--- config.mk ---
export PLATFORM = sky130hd
export DESIGN_NAME = des_decrypt_core
export DESIGN_NICKNAME = d
export VERILOG_FILES = /design/src/rtl/des_decrypt_core.sv
export SDC_FILE = /design/constraint.sdc
export NUM_CORES = 1
export LEC_CHECK = 0
export ABC_CLOCK_PERIOD_IN_PS = 2100
export CAP_MARGIN = 10
export CORE_AREA = 2 2 76 78
export DETAILED_ROUTE_END_ITERATION = 7
export DIE_AREA = 0 0 78 80
export PLACE_DENSITY = 0.85
export SKIP_LAST_GASP = 1
export SYNTH_ARGS = -nofsm -noshare
export SYNTH_HDL_FRONTEND = slang
export SYNTH_SLANG_ARGS = --single-unit
--- constraint.sdc ---
create_clock -name clk -period 2.1 [get_ports clk]
set_clock_uncertainty 0.15 [all_clocks]
set_input_delay 0.315 -clock clk [delete_from_list [all_inputs] [get_ports clk]]
set_output_delay 0.315 -clock clk [all_outputs]
set_load 0.005 [all_outputs]
--- src/rtl/des_decrypt_core.sv ---
// Iterative DES decryption core: one Feistel round per clock, key schedule run in reverse
// (right rotations), valid/ready handshakes on the ciphertext input and plaintext output.

module des_sbox #(
    parameter logic [255:0] TBL = '0
) (
    input  logic [5:0] sin_i,
    output logic [3:0] sout_o
);
    // Row is outer bits {6,1}, column inner bits 5..2; entry 0 sits in the top nibble.
    logic [5:0] idx;
    assign idx    = {sin_i[5], sin_i[0], sin_i[4:1]};
    assign sout_o = TBL[{~idx, 2'b00} +: 4];
endmodule

module des_decrypt_core (
    input  logic        clk,
    input  logic        rst_n,
    input  logic        in_valid,
    output logic        in_ready,
    input  logic [63:0] ciphertext,
    input  logic [63:0] key,
    output logic        out_valid,
    input  logic        out_ready,
    output logic [63:0] plaintext
);
    localparam int unsigned NROUNDS = 16;

    localparam int unsigned IP_T [64] = '{
        58, 50, 42, 34, 26, 18, 10, 2, 60, 52, 44, 36, 28, 20, 12, 4,
        62, 54, 46, 38, 30, 22, 14, 6, 64, 56, 48, 40, 32, 24, 16, 8,
        57, 49, 41, 33, 25, 17,  9, 1, 59, 51, 43, 35, 27, 19, 11, 3,
        61, 53, 45, 37, 29, 21, 13, 5, 63, 55, 47, 39, 31, 23, 15, 7};
    localparam int unsigned FP_T [64] = '{
        40, 8, 48, 16, 56, 24, 64, 32, 39, 7, 47, 15, 55, 23, 63, 31,
        38, 6, 46, 14, 54, 22, 62, 30, 37, 5, 45, 13, 53, 21, 61, 29,
        36, 4, 44, 12, 52, 20, 60, 28, 35, 3, 43, 11, 51, 19, 59, 27,
        34, 2, 42, 10, 50, 18, 58, 26, 33, 1, 41,  9, 49, 17, 57, 25};
    localparam int unsigned E_T [48] = '{
        32,  1,  2,  3,  4,  5,  4,  5,  6,  7,  8,  9,  8,  9, 10, 11,
        12, 13, 12, 13, 14, 15, 16, 17, 16, 17, 18, 19, 20, 21, 20, 21,
        22, 23, 24, 25, 24, 25, 26, 27, 28, 29, 28, 29, 30, 31, 32,  1};
    localparam int unsigned P_T [32] = '{
        16,  7, 20, 21, 29, 12, 28, 17,  1, 15, 23, 26,  5, 18, 31, 10,
         2,  8, 24, 14, 32, 27,  3,  9, 19, 13, 30,  6, 22, 11,  4, 25};
    localparam int unsigned PC1_T [56] = '{
        57, 49, 41, 33, 25, 17,  9,  1, 58, 50, 42, 34, 26, 18,
        10,  2, 59, 51, 43, 35, 27, 19, 11,  3, 60, 52, 44, 36,
        63, 55, 47, 39, 31, 23, 15,  7, 62, 54, 46, 38, 30, 22,
        14,  6, 61, 53, 45, 37, 29, 21, 13,  5, 28, 20, 12,  4};
    localparam int unsigned PC2_T [48] = '{
        14, 17, 11, 24,  1,  5,  3, 28, 15,  6, 21, 10, 23, 19, 12,  4,
        26,  8, 16,  7, 27, 20, 13,  2, 41, 52, 31, 37, 47, 55, 30, 40,
        51, 45, 33, 48, 44, 49, 39, 56, 34, 53, 46, 42, 50, 36, 29, 32};
    localparam logic [255:0] SBOX [8] = '{
        256'hE4D12FB83A6C5907_0F74E2D1A6CB9538_41E8D62BFC973A50_FC8249175B3EA06D,
        256'hF18E6B34972DC05A_3D47F28EC01A69B5_0E7BA4D158C6932F_D8A13F42B67C05E9,
        256'hA09E63F51DC7B428_D709346A285ECBF1_D6498F30B12C5AE7_1AD069874FE3B52C,
        256'h7DE3069A1285BC4F_D8B56F03472C1AE9_A690CB7DF13E5284_3F06A1D8945BC72E,
        256'h2C417AB6853FD0E9_EB2C47D150FA3986_421BAD78F9C5630E_B8C71E2D6F09A453,
        256'hC1AF92680D34E75B_AF427C9561DE0B38_9EF528C3704A1DB6_432C95FABE17608D,
        256'h4B2EF08D3C975A61_D0B7491AE35C2F86_14BDC37EAF680592_6BD814A7950FE23C,
        256'hD2846FB1A93E50C7_1FD8A374C56B0E92_7B419CE206ADF358_21E74A8DFC90356B};

    // Tables list source DES bit numbers; DES bit k lives at vector bit (width - k).
    function automatic logic [63:0] perm_ip(input logic [63:0] x);
        logic [63:0] y;
        y = '0;
        for (int n = 0; n < 64; n++) y[6'(63 - n)] = x[6'(64 - IP_T[6'(n)])];
        return y;
    endfunction

    function automatic logic [63:0] perm_fp(input logic [63:0] x);
        logic [63:0] y;
        y = '0;
        for (int n = 0; n < 64; n++) y[6'(63 - n)] = x[6'(64 - FP_T[6'(n)])];
        return y;
    endfunction

    function automatic logic [47:0] perm_e(input logic [31:0] x);
        logic [47:0] y;
        y = '0;
        for (int n = 0; n < 48; n++) y[6'(47 - n)] = x[5'(32 - E_T[6'(n)])];
        return y;
    endfunction

    function automatic logic [31:0] perm_p(input logic [31:0] x);
        logic [31:0] y;
        y = '0;
        for (int n = 0; n < 32; n++) y[5'(31 - n)] = x[5'(32 - P_T[5'(n)])];
        return y;
    endfunction

    function automatic logic [55:0] perm_pc1(input logic [63:0] x);
        logic [55:0] y;
        y = '0;
        for (int n = 0; n < 56; n++) y[6'(55 - n)] = x[6'(64 - PC1_T[6'(n)])];
        return y;
    endfunction

    function automatic logic [47:0] perm_pc2(input logic [55:0] x);
        logic [47:0] y;
        y = '0;
        for (int n = 0; n < 48; n++) y[6'(47 - n)] = x[6'(56 - PC2_T[6'(n)])];
        return y;
    endfunction

    typedef enum logic [1:0] {ST_IDLE, ST_ROUND, ST_DONE} state_e;

    state_e      state_q, state_d;
    logic [4:0]  cnt_q, cnt_d;
    logic [31:0] l_q, l_d, r_q, r_d;
    logic [27:0] c_q, c_d, dk_q, dk_d;
    logic [63:0] pt_q, pt_d;
    logic        out_valid_q, out_valid_d;
    logic        in_ready_q, in_ready_d;

    logic [27:0] c_rot, d_rot;
    logic [47:0] rkey, sx;
    logic [31:0] sbo, f_out;

    // Reverse schedule: no rotation in round 1, one in rounds 2/9/16, two elsewhere.
    always_comb begin
        c_rot = c_q;
        d_rot = dk_q;
        if (cnt_q == 5'd2 || cnt_q == 5'd9 || cnt_q == 5'(NROUNDS)) begin
            c_rot = {c_q[0], c_q[27:1]};
            d_rot = {dk_q[0], dk_q[27:1]};
        end else if (cnt_q != 5'd1) begin
            c_rot = {c_q[1:0], c_q[27:2]};
            d_rot = {dk_q[1:0], dk_q[27:2]};
        end
    end

    assign rkey = perm_pc2({c_rot, d_rot});
    assign sx   = perm_e(r_q) ^ rkey;

    for (genvar j = 0; j < 8; j++) begin : g_sbox
        des_sbox #(.TBL(SBOX[j])) u_sbox (
            .sin_i  (sx[47 - 6*j -: 6]),
            .sout_o (sbo[31 - 4*j -: 4])
        );
    end

    assign f_out = perm_p(sbo);

    always_comb begin
        state_d     = state_q;
        cnt_d       = cnt_q;
        l_d         = l_q;
        r_d         = r_q;
        c_d         = c_q;
        dk_d        = dk_q;
        pt_d        = pt_q;
        out_valid_d = out_valid_q;
        unique case (state_q)
            ST_IDLE: begin
                if (in_valid) begin
                    {l_d, r_d} = perm_ip(ciphertext);
                    {c_d, dk_d} = perm_pc1(key);
                    cnt_d      = 5'd1;
                    state_d    = ST_ROUND;
                end
            end
            ST_ROUND: begin
                l_d   = r_q;
                r_d   = l_q ^ f_out;
                c_d   = c_rot;
                dk_d  = d_rot;
                cnt_d = 5'(cnt_q + 5'd1);
                if (cnt_q == 5'(NROUNDS)) begin
                    pt_d        = perm_fp({l_q ^ f_out, r_q});
                    out_valid_d = 1'b1;
                    state_d     = ST_DONE;
                end
            end
            ST_DONE: begin
                if (out_ready) begin
                    out_valid_d = 1'b0;
                    state_d     = ST_IDLE;
                end
            end
            default: state_d = ST_IDLE;
        endcase
        in_ready_d = (state_d == ST_IDLE);
    end

    always_ff @(posedge clk) begin
        if (!rst_n) begin
            state_q     <= ST_IDLE;
            cnt_q       <= '0;
            l_q         <= '0;
            r_q         <= '0;
            c_q         <= '0;
            dk_q        <= '0;
            pt_q        <= '0;
            out_valid_q <= 1'b0;
            in_ready_q  <= 1'b1;
        end else begin
            state_q     <= state_d;
            cnt_q       <= cnt_d;
            l_q         <= l_d;
            r_q         <= r_d;
            c_q         <= c_d;
            dk_q        <= dk_d;
            pt_q        <= pt_d;
            out_valid_q <= out_valid_d;
            in_ready_q  <= in_ready_d;
        end
    end

    assign in_ready  = in_ready_q;
    assign out_valid = out_valid_q;
    assign plaintext = pt_q;

endmodule

==> metrics <==
status finished, final reports clean; crit-path cells clkdlybuf4s50_1; GRT overflow 0; CTS Buffer Depth 2; CTS tree done; drt total wl 1.10 mm; DRC 0; clk root buf clkbuf_8; vias in the first global route 343; Final nets 253; CP Data Required Time 1.63 ns; Synth area leaders buf_4, dfxtp_1, ha_1; Core Area 5410 sq um; CP arrival 1.04 ns; first-pass GRT wire length 1.39 mm; Die Width 78 microns; Worst-Skew Late Latency 0.23 ns; yosys warns 0; Post-DP HPWL 845 microns; most frequent cells in the layout conb_1, dfxtp_1, nor2_1, clkdlybuf4s50_1; #FFs+latches synth 9; initial core utilization 0.166; clk sinks 9; CTS H-Tree Depth 1; post-synth top area share 0.537; Min Clock Period, post-route 1.51 ns; fin. max-slew vios 0; vias 530; fin crit share 0.718; Max VDD drop 0.000194 V; Synth Area per Inst 8.13 sq um; CP max stage cell clkdlybuf4s50_1; Fin. Hold Viols 0; number of synthesized flops with an enable pin 0; multi-input logic area 459 sq um; fin worst setup slack 0.592 ns; number of antenna violations at the first check in global routing 0; violation count after the first detailed-route iteration 15; kind of end point of the critical path output pin; crit path max fanout 2; gpl congestion 0.687; Die Y 80 microns; Max-Cap Viols 0; vias per cell 2.79; post-cts hold buffer count 0; Core Util, Final 0.155; post-route ant nets 0; Port Buffers 5; # placed instances 186; reg2reg setup slack 0.82 ns; Post-Place Cell Area 791 sq um; Critical Path Start Type flip-flop; post-cts sizing count 0; I/O pin total 198; cell family with most CP delay buffers and inverters; storage element area 180 sq um; total CTS buffers 3; ys async rst share 0; Max stage delay on crit path 0.50 ns; Rows 27; WL/cell 5.78 microns; Yosys top cell by area buf_4; crit path buf inv count 1; # setup viols final 0; post-CTS setup buffer count 0; Reg2Reg Depth 3; largest net degree at the start of global routing 9; unrepaired setup endpoints after global routing no; total track usage 0.0298; die area 6240 sq um; post-route cell area 836 sq um; crit path kind reg2out; most common cell after layout, fill and taps aside conb_1; cell area after synthesis 895 sq um; ys flop type dfxtp_1; register area share after synthesis 0.201; Area Overhead vs Synth -6.57%; Worst path depth 1; Pre-Repair DR Iteration Count 3; non-filler instance count after layout 190; layout cells sized above 1 0.0593; Worst Hold Class reg2reg; setup TNS 0 ns; hold path depth 2; Tot Pwr 0.446 mW; Ant. Diodes 0; pre-CTS setup slack 0.391 ns; post-synth cell types 22; Fmax 0.663 GHz; cell count after synthesis 110; CTS clk-pin slew, worst paths 0.04 ns; leak pwr 0.417 nW; number of fillers in the final layout 635; hold_ws 0.313 ns; Pwr per Cell Area 534 nW/um^2
-- final cells by class --
type | count | share of cell area
timing repair buffer | 5 | 0.0599
clock buffer | 4 | 0.0539
tap | 72 | 0.108
sequential | 9 | 0.216
multi-input combinational | 97 | 0.549
inverter | 3 | 0.0135
-- logic make-up (layout without fill, tap and decap cells) --
logic type	count (synthesis)	after routing	synth area share
buffers and inverters	67	12	0.550
AO/OA/AOI/OAI	6	6	0.0434
multiplexers	3	3	0.0350
adder cells (fa/ha/maj)	2	2	0.0280
AND/OR/NAND/NOR	22	22	0.138
flip-flops	9	9	0.201
other	1	64	0.00419
-- per-layer routing --
| metal | track usage | vias up | part of all wire | wire length, microns |
|---|---|---|---|---|
| met5 | 0 | - | 0 | 0 |
| met4 | 0.0263 | 0 | 0.040 | 44 |
| met3 | 0.0192 | 7 | 0.20 | 215 |
| met2 | 0.0483 | 53 | 0.44 | 483 |
| met1 | 0.0251 | 229 | 0.32 | 356 |
| li1 | - | 241 | - | - |
-- power by group --
group          internal [mW]  switching, mW  total (mW)  leakage (nW)
combinational         0.0186         0.0444      0.0631         0.321
sequential             0.177        0.00509       0.182        0.0736
clock                  0.132         0.0683       0.201        0.0228
-- registers in the layout (all words and copies together) (netlist names) --
name and count:
cnt_q 5, in_ready 1, out_valid 1, state_q 2
-- Yosys cell counts (2+ instances only) --
library cell and n:
dfxtp_1 9, a21oi_1 2, buf_4 64, nand3_1 3
nand2b_1 2, mux2i_1 2, ha_1 2, inv_1 3
nand3b_1 2, nand4_1 3, nor2_1 5, nand2_1 3
-- worst paths after layout --
| path | startpoint | to |
|---|---|---|
| max | out_valid | out_valid |
| min | out_valid | out_valid |
| min reg2reg | out_valid | out_valid |
| max reg2reg | state_q[1] | cnt_q[3] |
Note: power is estimated with default switching activity, not from simulation.
